<file path="src/rtl/lcd_bus_receiver.sv">
// Display-side responder for an 8080-style write bus: decodes CASET/PASET/RAMWR/SWRESET/DISPON/DISPOFF,
// tracks the address window and write cursor, and emits one strobe per RGB565 pixel.
module lcd_bus_receiver #(
  parameter int H_RES = 320,
  parameter int V_RES = 240
) (
  input  logic        clk,
  input  logic        nrst,
  input  logic        wr,
  input  logic        dcx,
  input  logic [7:0]  D,
  output logic        pix_valid,
  output logic [15:0] pix_x,
  output logic [15:0] pix_y,
  output logic [15:0] pix_color,
  output logic        frame_done,
  output logic        disp_on,
  output logic [7:0]  last_cmd,
  output logic        stray_data
);

  localparam logic [15:0] H_LIM  = 16'(H_RES);
  localparam logic [15:0] V_LIM  = 16'(V_RES);
  localparam logic [15:0] EC_RST = 16'(H_RES - 1);
  localparam logic [15:0] EP_RST = 16'(V_RES - 1);

  localparam logic [7:0] CMD_SWRESET = 8'h01;
  localparam logic [7:0] CMD_DISPOFF = 8'h28;
  localparam logic [7:0] CMD_DISPON  = 8'h29;
  localparam logic [7:0] CMD_CASET   = 8'h2A;
  localparam logic [7:0] CMD_PASET   = 8'h2B;
  localparam logic [7:0] CMD_RAMWR   = 8'h2C;

  typedef enum logic [3:0] {
    S_IDLE,
    S_CAS0, S_CAS1, S_CAS2, S_CAS3,
    S_PAS0, S_PAS1, S_PAS2, S_PAS3,
    S_PIX_HI, S_PIX_LO
  } state_t;

  // An inverted window collapses to a single line starting at the start address.
  function automatic logic [15:0] clamp_end(input logic [15:0] s, input logic [15:0] e);
    return (s > e) ? s : e;
  endfunction

  state_t      state_q, state_d;
  logic        wr_q;
  logic        ev, cmd_ev;
  logic [15:0] sc, ec, sp, ep;
  logic [15:0] cx, cy;
  logic [7:0]  sh_s_hi, sh_s_lo, sh_e_hi, hi_byte;
  logic [15:0] commit_s, commit_e;

  logic do_sh0, do_sh1, do_sh2, do_cas_commit, do_pas_commit;
  logic do_hi, do_pix, do_stray;
  logic do_swreset, do_dispon, do_dispoff, do_ramwr;

  assign ev       = wr & ~wr_q;
  assign cmd_ev   = ev & ~dcx;
  assign commit_s = {sh_s_hi, sh_s_lo};
  assign commit_e = clamp_end(commit_s, {sh_e_hi, D});

  // State register
  always_ff @(posedge clk or negedge nrst) begin
    if (!nrst) state_q <= S_IDLE;
    else       state_q <= state_d;
  end

  // Next-state logic
  always_comb begin
    state_d = state_q;
    if (ev) begin
      if (!dcx) begin
        case (D)
          CMD_CASET: state_d = S_CAS0;
          CMD_PASET: state_d = S_PAS0;
          CMD_RAMWR: state_d = S_PIX_HI;
          default:   state_d = S_IDLE;
        endcase
      end else begin
        case (state_q)
          S_CAS0:   state_d = S_CAS1;
          S_CAS1:   state_d = S_CAS2;
          S_CAS2:   state_d = S_CAS3;
          S_CAS3:   state_d = S_IDLE;
          S_PAS0:   state_d = S_PAS1;
          S_PAS1:   state_d = S_PAS2;
          S_PAS2:   state_d = S_PAS3;
          S_PAS3:   state_d = S_IDLE;
          S_PIX_HI: state_d = S_PIX_LO;
          S_PIX_LO: state_d = S_PIX_HI;
          default:  state_d = S_IDLE;
        endcase
      end
    end
  end

  // Action decode
  always_comb begin
    do_sh0        = 1'b0;
    do_sh1        = 1'b0;
    do_sh2        = 1'b0;
    do_cas_commit = 1'b0;
    do_pas_commit = 1'b0;
    do_hi         = 1'b0;
    do_pix        = 1'b0;
    do_stray      = 1'b0;
    do_swreset    = 1'b0;
    do_dispon     = 1'b0;
    do_dispoff    = 1'b0;
    do_ramwr      = 1'b0;
    if (cmd_ev) begin
      do_swreset = (D == CMD_SWRESET);
      do_dispon  = (D == CMD_DISPON);
      do_dispoff = (D == CMD_DISPOFF);
      do_ramwr   = (D == CMD_RAMWR);
    end else if (ev) begin
      case (state_q)
        S_CAS0, S_PAS0: do_sh0        = 1'b1;
        S_CAS1, S_PAS1: do_sh1        = 1'b1;
        S_CAS2, S_PAS2: do_sh2        = 1'b1;
        S_CAS3:         do_cas_commit = 1'b1;
        S_PAS3:         do_pas_commit = 1'b1;
        S_PIX_HI:       do_hi         = 1'b1;
        S_PIX_LO:       do_pix        = 1'b1;
        default:        do_stray      = 1'b1;
      endcase
    end
  end

  // Parameter shadows and the pending high byte need no reset: they are always written before use.
  always_ff @(posedge clk) begin
    if (do_sh0) sh_s_hi <= D;
    if (do_sh1) sh_s_lo <= D;
    if (do_sh2) sh_e_hi <= D;
    if (do_hi)  hi_byte <= D;
  end

  // Registered response stage: everything caused by an event appears one cycle later
  always_ff @(posedge clk or negedge nrst) begin
    if (!nrst) begin
      wr_q       <= 1'b1;
      sc         <= 16'd0;
      ec         <= EC_RST;
      sp         <= 16'd0;
      ep         <= EP_RST;
      cx         <= 16'd0;
      cy         <= 16'd0;
      disp_on    <= 1'b0;
      last_cmd   <= 8'd0;
      pix_valid  <= 1'b0;
      pix_x      <= 16'd0;
      pix_y      <= 16'd0;
      pix_color  <= 16'd0;
      frame_done <= 1'b0;
      stray_data <= 1'b0;
    end else begin
      wr_q       <= wr;
      pix_valid  <= 1'b0;
      frame_done <= 1'b0;
      stray_data <= do_stray;
      if (cmd_ev) last_cmd <= D;
      if (do_swreset) begin
        sc      <= 16'd0;
        ec      <= EC_RST;
        sp      <= 16'd0;
        ep      <= EP_RST;
        cx      <= 16'd0;
        cy      <= 16'd0;
        disp_on <= 1'b0;
      end
      if (do_dispon)  disp_on <= 1'b1;
      if (do_dispoff) disp_on <= 1'b0;
      if (do_ramwr) begin
        cx <= sc;
        cy <= sp;
      end
      if (do_cas_commit) begin
        sc <= commit_s;
        ec <= commit_e;
      end
      if (do_pas_commit) begin
        sp <= commit_s;
        ep <= commit_e;
      end
      if (do_pix) begin
        pix_color <= {hi_byte, D};
        pix_x     <= cx;
        pix_y     <= cy;
        pix_valid <= (cx < H_LIM) && (cy < V_LIM);
        // Off-screen pixels still consume a cursor slot so the stream stays aligned.
        if (cx == ec && cy == ep) begin
          cx         <= sc;
          cy         <= sp;
          frame_done <= 1'b1;
        end else if (cx == ec) begin
          cx <= sc;
          cy <= cy + 16'd1;
        end else begin
          cx <= cx + 16'd1;
        end
      end
    end
  end

endmodule

</file>
<file path="config.mk">
export PLATFORM = sky130hd
export DESIGN_NAME = lcd_bus_receiver
export DESIGN_NICKNAME = d
export VERILOG_FILES = /design/src/rtl/lcd_bus_receiver.sv
export SDC_FILE = /design/constraint.sdc
export NUM_CORES = 1
export LEC_CHECK = 0
export ABC_AREA = 1
export BUFFER_PORTS_ARGS = -buffer_cell sky130_fd_sc_hd__buf_4
export CORE_MARGIN = 4
export CORE_UTILIZATION = 61
export CTS_CLUSTER_SIZE = 20
export DETAILED_ROUTE_END_ITERATION = 16
export PLACE_DENSITY = 0.81
export SYNTH_ARGS = -nofsm -noshare
export SYNTH_HDL_FRONTEND = slang
export SYNTH_SLANG_ARGS = --single-unit
</file>
<file path="constraint.sdc">
create_clock -name clk -period 2.5 [get_ports clk]
set_clock_uncertainty 0.1 [all_clocks]
set_input_delay 0.125 -clock clk [delete_from_list [all_inputs] [get_ports clk]]
set_output_delay 0.125 -clock clk [all_outputs]
set_load 0.05 [all_outputs]
</file>
* Word-level counts from Yosys, hierarchy flattened
Memories as Yosys holds them, arrays and structs flattened.
Index checks and enable logic that the tools add are counted.
** Cells by class
- Bitwise gates (word level) :: 4
- Magnitude comparators :: 3
- Equal/unequal tests :: 18
- Muxes and demuxes :: 53
- Reductions and logical operators :: 10
- Add/sub/neg operators :: 2
** Operators by type and width (number)
- 16-bit 2-to-1 mux :: 17
- 8-bit by 6-bit equality test with 1-bit output (second input constant) :: 5
- 1-bit 2-to-1 mux :: 34
- 16-bit by 1-bit adder with 16-bit output (second input constant) :: 2
- 16-bit equality test :: 2
- 4-bit by 3-bit equality test with 1-bit output (second input constant) :: 4
- 16-bit > comparator :: 1
- 16-bit by 8-bit less-than comparator with 1-bit output (second input constant) :: 1
- 16-bit by 9-bit less-than comparator with 1-bit output (second input constant) :: 1
- 4-bit equality test (second input constant) :: 3
- 4-bit one-hot mux with 3 select lines :: 1
- 10-bit OR reduction :: 1
- 4-bit by 2-bit equality test with 1-bit output (second input constant) :: 2
- 8-bit by 1-bit equality test with 1-bit output (second input constant) :: 1
- 3-bit nonzero test :: 2
- 2-bit OR reduction :: 3
- 4-bit by 1-bit equality test with 1-bit output (second input constant) :: 1
- 4-bit 2-to-1 mux :: 1
- 2-bit nonzero test :: 2
- 1-bit bitwise AND :: 2
- 1-bit logical AND :: 2
- 1-bit inverter :: 2
** Storage, ports and cells
- Memories kept :: 1
- Bits in read-only memories :: 64
- Register bits after elaboration :: 193
- Input port bits :: 12
** Memory list
- (no name shown) :: words 16, width 4, rd ports 1, clocked after memory_dff 0, wr ports 0, RTL line 81 : case (state_q)

* Logic depth before layout (Yosys ltp)
Gate-level depths: netlist (run 1).
- Word-level depth :: 9
- Depth in mapped cells :: 17
- Gate-level depth less buffers :: 16

* Least setup slack after synthesis (run 1)
OpenSTA, ideal clock, no wires.
- Path type :: register to register
- Start point :: register sh_s_hi[7]
- End point :: register ec[15]
- Arrival :: 1701 ps
- Buffers on the path :: 1
- Clock period less this slack :: 1922 ps
- Required time :: 2279 ps
- Slack :: 578 ps
- Stages on the path, launching flop included :: 10
- Path through :: edfxtp_1 ha_1 nand2_1 nor3_2 nand4_2 nand2_2 buf_4 nand2_1 nand3_1 o21ai_1
** Between the ends
- Cells in the longest elaborated chain, start to end :: 3
** Ends and longest elaborated chain
- start: declaration :: RTL line 51 : logic [7:0] sh_s_hi, sh_s_lo, sh_e_hi, hi_byte;
- start signal: assignment :: RTL line 133 : if (do_sh0) sh_s_hi <= D;
- 16-bit > comparator :: RTL line 43 : return (s > e) ? s : e;
- 16-bit 2-to-1 mux (*) :: RTL line 43
- 16-bit 2-to-1 mux (*) :: RTL line 178 : if (do_cas_commit) begin
- end signal: assignment :: RTL line 180 : ec <= commit_e;
- end: declaration :: RTL line 49 : logic [15:0] sc, ec, sp, ep;
Mark *: on every way between the ends. The rest lies on a longest branch, timed or not.
A chain may end at the register's enable or synchronous reset.

* Final worst setup path (run 1)
- Start point :: register cx[15]
- End point :: register cy[15]
** Between the ends
- Cells in the longest elaborated chain, start to end :: 4
** Ends and longest elaborated chain
- start: declaration :: RTL line 50 : logic [15:0] cx, cy;
- start signal: assignment :: RTL line 200 : cx <= cx + 16'd1;
- 16-bit equality test (*) :: RTL line 192, 196
- 16-bit 2-to-1 mux / 1-bit logical AND (equally long branches) :: RTL line 196, 192
- 16-bit 2-to-1 mux (*) :: RTL line 192 : if (cx == ec && cy == ep) begin
- 16-bit 2-to-1 mux (*) :: RTL line 186 : if (do_pix) begin
- end signal: assignment :: RTL line 176 : cy <= sp;
- end signal: assignment :: RTL line 194 : cy <= sp;
- end signal: assignment :: RTL line 198 : cy <= cy + 16'd1;
- end: declaration :: RTL line 50
Marked as above.

==> results of run 1 <==
logic make-up after synthesis:
family,count (synthesis),synth area share
adders and majority gates,22,0.02735
AOI/OAI and AO/OA,118,0.06453
buffers and inverters,187,0.08007
xor gates and xnor gates,40,0.03481
and+or+nand+nor,669,0.2955
DFF,193,0.4977
critical path, cell delays in order (launching register included):
cell     delay [ns]
dfrtp_1        0.44
inv_1          0.16
nand2_1        0.08
a21oi_2        0.12
nand2_1        0.09
nor2_4         0.35
nand2_4        0.20
inv_4          0.21
nand2_4        0.18
nand3_1        0.14
nand3_1        0.08
metal layers:
| layer | part of all wire | routed length, um | up-vias | track usage |
|---|---|---|---|---|
| met5 | 0 | 0 | - | 0 |
| met2 | 0.47 | 13270 | 461 | 0.5105 |
| met3 | 0.085 | 2406 | 78 | 0.06477 |
| met1 | 0.41 | 11420 | 4198 | 0.4378 |
| li1 | - | - | 4140 | - |
| met4 | 0.039 | 1085 | 0 | 0.1288 |
synth_stat cells (2+ instances only):
cell	instances	area share
a21oi_1	10	0.0050
buf_2	24	0.012
buf_4	5	0.0037
buf_6	7	0.0078
clkbuf_1	11	0.0041
dfrtp_1	146	0.36
dfstp_2	15	0.039
edfxtp_1	32	0.095
ha_1	22	0.027
inv_1	121	0.045
inv_2	18	0.0067
nand2_1	383	0.14
nand2_2	5	0.0031
nand2_4	2	0.0022
nand3_1	167	0.083
nand3_2	7	0.0070
nand4_1	11	0.0068
nor2_1	50	0.019
nor2_2	5	0.0031
nor2_4	8	0.0090
nor3_1	16	0.0080
nor4_1	3	0.0019
o211ai_1	2	0.0015
o21a_1	7	0.0052
o21ai_0	51	0.025
o21ai_1	25	0.012
o22ai_1	19	0.012
or2_2	6	0.0037
xnor2_1	7	0.0061
xor2_1	33	0.029
worst max path at each step:
stage | startpoint | endpoint | slack, ns | cells past startpoint
2_1_floorplan | sh_s_hi[7] | ec[15] | 0.58 | 9
3_3_place_gp | cx[15] | cx[13] | 0.33 | 11
3_5_place_dp | cx[15] | cy[15] | 0.29 | 10
4_1_cts | cx[15] | cy[15] | 0.27 | 10
5_1_grt | cx[14] | cy[7] | 0.09 | 12
6_report | cx[15] | cy[15] | 0.20 | 10
metrics by stage:
step / util / setup slack, ns / hold WS [ns]
floorplan: - / 0.5782 / -0.2706
global placement: 0.6766 / 0.3263 / 0.05210
detailed placement: 0.6766 / 0.2908 / 0.05769
CTS: 0.7202 / 0.2699 / 0.1615
global route: 0.7202 / 0.08511 / 0.1621
finish: 0.7202 / 0.2025 / 0.1161
where the power goes:
group,internal (mW),switching (mW)
Clock,1.45,1.26
Sequential,3.45,0.184
Combinational,0.354,0.677
Total,5.26,2.12
sequential cells by signal, indices dropped and copies added (netlist names):
name,flops
ec,16
sh_s_hi,8
sc,16
wr_q,1
pix_x,16
hi_byte,8
sh_s_lo,8
pix_valid,1
sp,16
disp_on,1
cx,16
frame_done,1
last_cmd,8
pix_y,16
pix_color,16
sh_e_hi,8
cy,16
state_q,4
ep,16
stray_data,1
final cells by class:
class,count,area (sq um)
clock buffers,19,454.2
clock inverters,13,123.9
fillers,1285,4477
inverters,140,528.0
multi-input cells,849,4254
flip-flops and latches,193,5009
well taps,216,270.3
repair buffers,110,884.6
what timing repair did:
item,in CTS,in global routing
setup endpoints to repair,0,0
resized for setup,0,0
hold buffers,12,0
hold endpoints to repair,99,0
==> results.yml, run 1 <==
timing:
  slew_headroom: 0.5503
  drv_slew: 0
  fin_crit_sh: 0.9190
  min_period_ns: 2.298
  finalHoldViolCount: 0
  setup_violations: 0
  rsz0062_at_grt: "no"
  fmax_ghz: 0.4353
  setup_tns_ns: 0
  tightest_slew_ns: 0.6721
power:
  p_leak_nw: 5.863
  finalPower_mw: 7.379
  cellPowerDensity_mw_per_mm2: 640.3
  vdd_drop_max_v: 0.0005136
setup_path:
  reg2reg_slack_ns: 0.20
  rr_worst_depth: 10
  timing.rr.end: "cy[15]"
  worstSetupPathType: "reg2reg"
  r2r-start: "cx[15]"
  cp.required_ns: 2.71
  endpoint_kind: "flop"
  cp_max_fo: 15
  arrival_ns: 2.51
  startpoint_type: "flop"
route:
  wl_um: 28180
  drt_iter0_markers: 1184
  ant_nets: 0
  via_per_inst: 5.764
  drc: 0
  vias: 8877
  first_pass_iters: 6
  wire_per_inst_um: 18.30
floorplanning:
  core_sq_mm: 0.01600
  die-height_um: 136.4
  die_w_um: 136.4
  initial_core_util: 0.6289
  rows: 46
  dieArea_sq_mm: 0.01862
  ios: 72
cts:
  clk_transition_reported_paths_ns: 0.07
  numCtsBuffers: 17
  clk-insertion-delay-late_ns: 0.44
  cts_max_path_buffers: 2
  cts.sinks: 193
  post_cts_buffers: 0
  root_buffer: "clkbuf_16"
  h-tree-depth: 4
  cts_tree: "built"
logic_synthesis:
  synth-async-reset-ratio: 0.8342
  yosysWarnings: 0
  ys.flop_type: "dfrtp_1"
  syn-num-nets: 1263
  syn_area_sq_mm: 0.01006
  ys_ff_latch: 193
  syn_avg_cell_area_sq_um: 8.188
  synth.distinct_cells: 41
  synth_edf_count: 32
  ys_seq_area_frac: 0.4977
  syn_inst: 1229
grt:
  antenna_found_initial: 0
  grt_pass1_wl_um: 45940
  grt_max_degree: 62
  grt_overflow: 0
  grt_pass1_vias: 8540
  track_usage: 0.3221
cells_and_area:
  final_area_sq_mm: 0.01152
  final_nets: 1345
  n_antenna_cell: 0
  layout-drive-gt1-share: 0.1511
  final_cells: 1540
  layout_commonest_cell: "nand2_1"
  syn2layout_area_growth_pct: 14.51
  layout_common_cells: "nand2_1 (383), nand3_1 (167), dfrtp_1 (146), inv_1 (121), buf_4 (95)"
place:
  dp_hpwl_um: 20330
  place_inst: 1496
  numPortBuffers: 71
  placed_cell_area_sq_mm: 0.01083
  gp_congestion: 0.9599
run:
  maxCapViolCount: 0
hold_path:
  hold_path_class: "in2async"
outcome:
  status: "finished clean"
Power figures use the tool's default switching activity.
==> inputs of run 2 (changes only) <==
==> constraint.sdc (replaced) <==
create_clock -name clk -period 2.5 [get_ports clk]
set_clock_uncertainty 0.1 [all_clocks]
set_input_delay 0.25 -clock clk [delete_from_list [all_inputs] [get_ports clk]]
set_output_delay 0.25 -clock clk [all_outputs]
set_load 0.05 [all_outputs]
==> run 2 against run 1 <==
Critical path depth increased by 6. Combinational power hardly changed. Critical path type is now in2reg. Via count down 0.41%. Routed wire length is 2.3% lower.
==> results.yml, run 2 (synthesized netlist as in run 1, its figures left out) <==
floorplanning:
  initial_core_util: 0.6289
  ios: 72
  die-height_um: 136.4
  die_w_um: 136.4
  core_sq_mm: 0.01600
  rows: 46
  dieArea_sq_mm: 0.01862
setup_path:
  path_buf_inv: 4
  cp_max_fo: 18
  critical_path.slowest_cell: "dlygate4sd3_1"
  cp.required_ns: 2.73
  worstSetupPathType: "in2reg"
  cp_common_cell: "nand2_1"
  arrival_ns: 2.46
  path_cells: "dlygate4sd3_1 -> buf_4 -> inv_1 -> ha_1 -> nand2_1 -> inv_1 -> nand2_1 -> nand2_1 -> nand2_1 -> nand2_1 -> nand2_1 -> nand2_2 -> nand2_2 -> nand2_1 -> nand3_1 -> o21ai_1"
  critPathTopFamily: "simple AND/OR/NAND/NOR gates"
  endpoint_kind: "flop"
  worst_path_largest_cell_delay_ns: 0.53
  startpoint_type: "input pin"
place:
  dp_hpwl_um: 19570
  gp_congestion: 0.9739
  numPortBuffers: 71
  place_inst: 1497
  placed_cell_area_sq_mm: 0.01083
outcome:
  status: "finished clean"
route:
  drt_iter0_markers: 1037
  first_pass_iters: 6
  drc: 0
  vias: 8841
  wl_um: 27520
  ant_nets: 0
  via_per_inst: 5.745
  wire_per_inst_um: 17.88
timing:
  min_period_ns: 2.234
  setup_tns_ns: 0
  fmax_ghz: 0.4476
  finalHoldViolCount: 0
  rsz0062_at_grt: "no"
  slew_headroom: 0.5561
  tightest_slew_ns: 0.6634
  drv_slew: 0
  fin_crit_sh: 0.8936
  setup_violations: 0
cts:
  cts.sinks: 193
  h-tree-depth: 4
  clk_transition_reported_paths_ns: 0.07
  post_cts_buffers: 0
  cts_tree: "built"
  root_buffer: "clkbuf_16"
  numCtsBuffers: 17
  clk-insertion-delay-late_ns: 0.44
  cts_max_path_buffers: 2
cells_and_area:
  syn2layout_area_growth_pct: 14.46
  final_nets: 1344
  post-route-util: 0.7199
  n_antenna_cell: 0
  layout-drive-gt1-share: 0.1519
  final_area_sq_mm: 0.01152
  layout_commonest_cell: "nand2_1"
  layout_common_cells: "nand2_1 (383), nand3_1 (167), dfrtp_1 (146), inv_1 (121), buf_4 (96)"
  final_cells: 1539
  num-fill-cells: 1272
grt:
  met1_usage: 0.4094
  track_usage: 0.3108
  grt_use_met2: 0.4876
  grt.busiest_layer: "met2"
  grt_overflow: 0
  globalRouteMet3Util: 0.06477
  grt_pass1_vias: 8376
  grt_max_degree: 52
  grt_pass1_wl_um: 44150
  antenna_found_initial: 0
power:
  finalPower_mw: 7.363
  p_leak_nw: 5.856
  cellPowerDensity_mw_per_mm2: 639.2
  vdd_drop_max_v: 0.0005263
hold_path:
  hold_path_class: "in2reg"
run:
  maxCapViolCount: 0
[run 2: per-layer routing]
layer | vias up | part of all wire | wire, um
met3 | 96 | 0.088 | 2412
met4 | 0 | 0.045 | 1239
met5 | - | 0 | 0
met2 | 476 | 0.46 | 12790
met1 | 4122 | 0.40 | 11080
li1 | 4147 | - | -
[run 2: final timing paths]
kind	from	end	slack (ns)	depth (start not counted)
max in group asynchronous	nrst	cx[12]	1.32	3
worst min-delay path	D[0]	sh_s_hi[0]	0.01	1
worst max-delay path	D[2]	ep[14]	0.27	16
worst max register to register	wr_q	cx[2]	0.36	9
worst min register to register	hi_byte[5]	pix_color[13]	0.35	2
min in group asynchronous	nrst	pix_y[7]	0.23	2
[run 2: where the power goes]
| group | switching (mW) | internal, mW | total, mW |
|---|---|---|---|
| Clock | 1.26 | 1.47 | 2.73 |
| Sequential | 0.176 | 3.45 | 3.63 |
| Combinational | 0.653 | 0.349 | 1.00 |
[run 2: stage by stage]
step                      hold WS (ns)  setup WS (ns)
after floorplan                -0.1456         0.5782
after global placement          0.1377         0.3810
after detailed placement        0.1428         0.3766
after CTS                     0.005200         0.3180
after global routing         0.0007978        0.07110
final                          0.01253         0.2661
[run 2: final cells by class]
class	instances	area [sq um]	share of cell area
Multi-Input combinational cell	849	4254	0.3693
Clock buffer	19	464.2	0.04030
Inverter	140	528.0	0.04584
Tap cell	216	270.3	0.02346
Clock inverter	13	121.4	0.01054
Sequential cell	193	5009	0.4348
Timing Repair Buffer	109	872.1	0.07571
[run 2: timing repair]
action	4_1_cts	5_1_grt
setup endpoints to repair	0	0
endpoints found under the hold margin	66	0
gates resized for setup	0	0
hold buffers	10	0
==> inputs of run 3 (changes only) <==
--- a/config.mk
+++ b/config.mk
@@ -5,13 +5,12 @@
 export SDC_FILE = /design/constraint.sdc
 export NUM_CORES = 1
 export LEC_CHECK = 0
-export ABC_AREA = 1
 export BUFFER_PORTS_ARGS = -buffer_cell sky130_fd_sc_hd__buf_4
 export CORE_MARGIN = 4
-export CORE_UTILIZATION = 61
+export CORE_UTILIZATION = 60
 export CTS_CLUSTER_SIZE = 20
 export DETAILED_ROUTE_END_ITERATION = 16
-export PLACE_DENSITY = 0.81
+export PLACE_DENSITY = 0.8
 export SYNTH_ARGS = -nofsm -noshare
 export SYNTH_HDL_FRONTEND = slang
 export SYNTH_SLANG_ARGS = --single-unit
==> run 3 against run 2 <==
Sequential power grew 3%. Core utilization grew 1.1 points. Clock power grew 1%. Count of clock-buffer cells in the layout is the same. Power grew 4.1%. Combinational power grew 16%. Non-clock buffer count grew 26. First-iteration DRC count shrank 23%. Synthesized cell count shrank 32%. Critical path type is now reg2reg. Largest cell class unchanged.
==> results.yml, run 3 <==
outcome:
  status: "finished clean"
logic_synthesis:
  synth_most_common_cell: "nand2_1"
  syn-num-nets: 867
  yosysTopAreaCellShare: 0.4058
  syn_area_sq_mm: 0.009004
  ys_seq_area_frac: 0.5563
  synth_edf_count: 32
  yosysWarnings: 0
  synth_area_leaders: "dfrtp_1 (41%), edfxtp_1 (11%), nand2_1 (7.2%)"
  synthTopCellsByCount: "nand2_1 (173), dfrtp_1 (146), o21ai_0 (48)"
  ys_ff_latch: 193
  syn_inst: 833
  syn_avg_cell_area_sq_um: 10.81
  yosysTopAreaCell: "dfrtp_1"
  ys.flop_type: "dfrtp_1"
  synth-async-reset-ratio: 0.8342
  synth.distinct_cells: 65
floorplanning:
  ios: 72
  rows: 44
  initial_core_util: 0.6148
  die_w_um: 130.5
  core_sq_mm: 0.01464
  dieArea_sq_mm: 0.01703
  die-height_um: 130.5
cells_and_area:
  num-fill-cells: 1060
  n_antenna_cell: 0
  layout_common_cells: "nand2_1 (172), dfrtp_1 (146), buf_4 (126), o21ai_0 (47), nor2_1 (34)"
  layout_commonest_cell: "nand2_1"
  syn2layout_area_growth_pct: 18.87
  final_nets: 975
  layout-drive-gt1-share: 0.2222
timing:
  fin_ws_ns: 0.03326
  fin_crit_sh: 0.9867
  finalHoldViolCount: 0
  drv_slew: 0
  slew_headroom: 0.4327
  tightest_slew_ns: 0.8509
  setup_violations: 0
  fmax_ghz: 0.4054
  setup_tns_ns: 0
  min_period_ns: 2.467
  rsz0062_at_grt: "yes"
grt:
  grt_pass1_wl_um: 39570
  grt_overflow: 0
  antenna_found_initial: 0
  grt_pass1_vias: 7174
  grt_max_degree: 61
  track_usage: 0.3089
route:
  first_pass_iters: 5
  wire_per_inst_um: 21.88
  wl_um: 24900
  drc: 0
  ant_nets: 0
  vias: 7171
  via_per_inst: 6.301
  drt_iter0_markers: 796
place:
  place_ws_ns: 0.02338
  dp_hpwl_um: 17810
  numPortBuffers: 71
  gp_congestion: 0.9663
setup_path:
  reg2reg_slack_ns: 0.03
  path_buf_inv: 2
  critPathTopFamily: "compound AO/OA/AOI/OAI gates"
  endpoint_kind: "flop"
  startpoint_type: "flop"
  rr_worst_depth: 9
  path_cells: "ha_1 -> nand4_1 -> buf_4 -> nor2_1 -> a221o_1 -> o31a_1 -> buf_12 -> mux2i_1 -> o21ai_0"
  critical_path.slowest_cell: "edfxtp_1"
  worstSetupPathType: "reg2reg"
  cp.required_ns: 2.71
  r2r-start: "sh_s_hi[5]"
  cp_max_fo: 16
  worst_path_largest_cell_delay_ns: 0.41
  cp-startpoint: "sh_s_hi[5]"
  timing.rr.end: "ec[6]"
  path_depth: 9
  endpoint: "ec[6]"
  arrival_ns: 2.67
cts:
  cts.sinks: 193
  clk-insertion-delay-late_ns: 0.44
  numCtsBuffers: 17
  root_buffer: "clkbuf_16"
  cts_max_path_buffers: 2
  clk_transition_reported_paths_ns: 0.07
  cts_tree: "built"
  h-tree-depth: 4
hold_path:
  hold_path_class: "in2reg"
run:
  maxCapViolCount: 0
power:
  vdd_drop_max_v: 0.0005209
  cellPowerDensity_mw_per_mm2: 716.2
  p_leak_nw: 5.103
-- run 3: kinds of logic after synthesis --
kind of cell | after synthesis | synth area share
AOI/OAI and AO/OA | 166 | 0.1272
muxes | 25 | 0.02890
DFF | 193 | 0.5563
buffers and inverters | 71 | 0.03919
xor gates and xnor gates | 36 | 0.03836
and+or+nand+nor | 320 | 0.1795
adders and majority gates | 22 | 0.03057
-- run 3: final cells by class --
class,count,area [sq um],share of cell area
Sequential cell,193,5009,0.4680
Multi-Input combinational cell,569,3702,0.3459
Timing Repair Buffer,135,1079,0.1008
Clock buffer,19,432.9,0.04045
Tap cell,184,230.2,0.02151
Clock inverter,13,156.4,0.01461
Inverter,25,93.84,0.008768
-- run 3: how the worst min path moves through the flow --
stage               startpoint         end  slack (ns)  cells after the start
finish                     dcx  state_q[3]        0.03                      2
global route              D[3]  hi_byte[3]        0.02                      1
CTS                       D[3]  hi_byte[3]        0.02                      1
detailed placement        nrst    pix_x[2]        0.17                      1
global placement          nrst    pix_x[2]        0.17                      1
floorplan                 nrst       cx[0]       -0.15                      0
-- run 3: power by group --
| part | total (mW) | leakage, nW | switching, mW | internal [mW] |
|---|---|---|---|---|
| sequential | 3.74 | 2.43 | 0.250 | 3.49 |
| clock | 2.77 | 0.291 | 1.19 | 1.58 |
| combinational | 1.16 | 2.38 | 0.676 | 0.481 |
-- run 3: what timing repair did --
item | 4_1_cts | 5_1_grt
pin swaps | 2 | 3
setup buffers | 0 | 5
hold buffers | 3 | 0
endpoints found under the hold margin | 60 | 0
resized for setup | 1 | 12
endpoints found under the setup margin | 25 | 48
-- run 3: metrics by stage --
step / cell area [sq um] / utilization / total power [mW] / hold WS (ns) / cells
floorplan: 9004 / - / 4.452 / -0.1456 / 833
global placement: 9982 / 0.6816 / 4.864 / 0.1652 / 1098
detailed placement: 9982 / 0.6816 / 4.927 / 0.1717 / 1098
CTS: 10610 / 0.7244 / 7.668 / 0.01752 / 1133
global route: 10700 / 0.7309 / 7.941 / 0.01575 / 1138
finish: 10700 / 0.7309 / 7.666 / 0.03141 / 1138
-- run 3: layer usage --
| metal | share of wire | global-route usage |
|---|---|---|
| met1 | 0.41 | 0.4222 |
| met2 | 0.48 | 0.4881 |
| met3 | 0.075 | 0.05569 |
| met4 | 0.043 | 0.1367 |
| met5 | 0 | 0 |
-- run 3: worst register-to-register path: stages (launching register included) --
cell and delay (ns):
edfxtp_1 0.41, ha_1 0.34, nand4_1 0.15, buf_4 0.13
nor2_1 0.04, a221o_1 0.33, o31a_1 0.34, buf_12 0.17
mux2i_1 0.21, o21ai_0 0.12
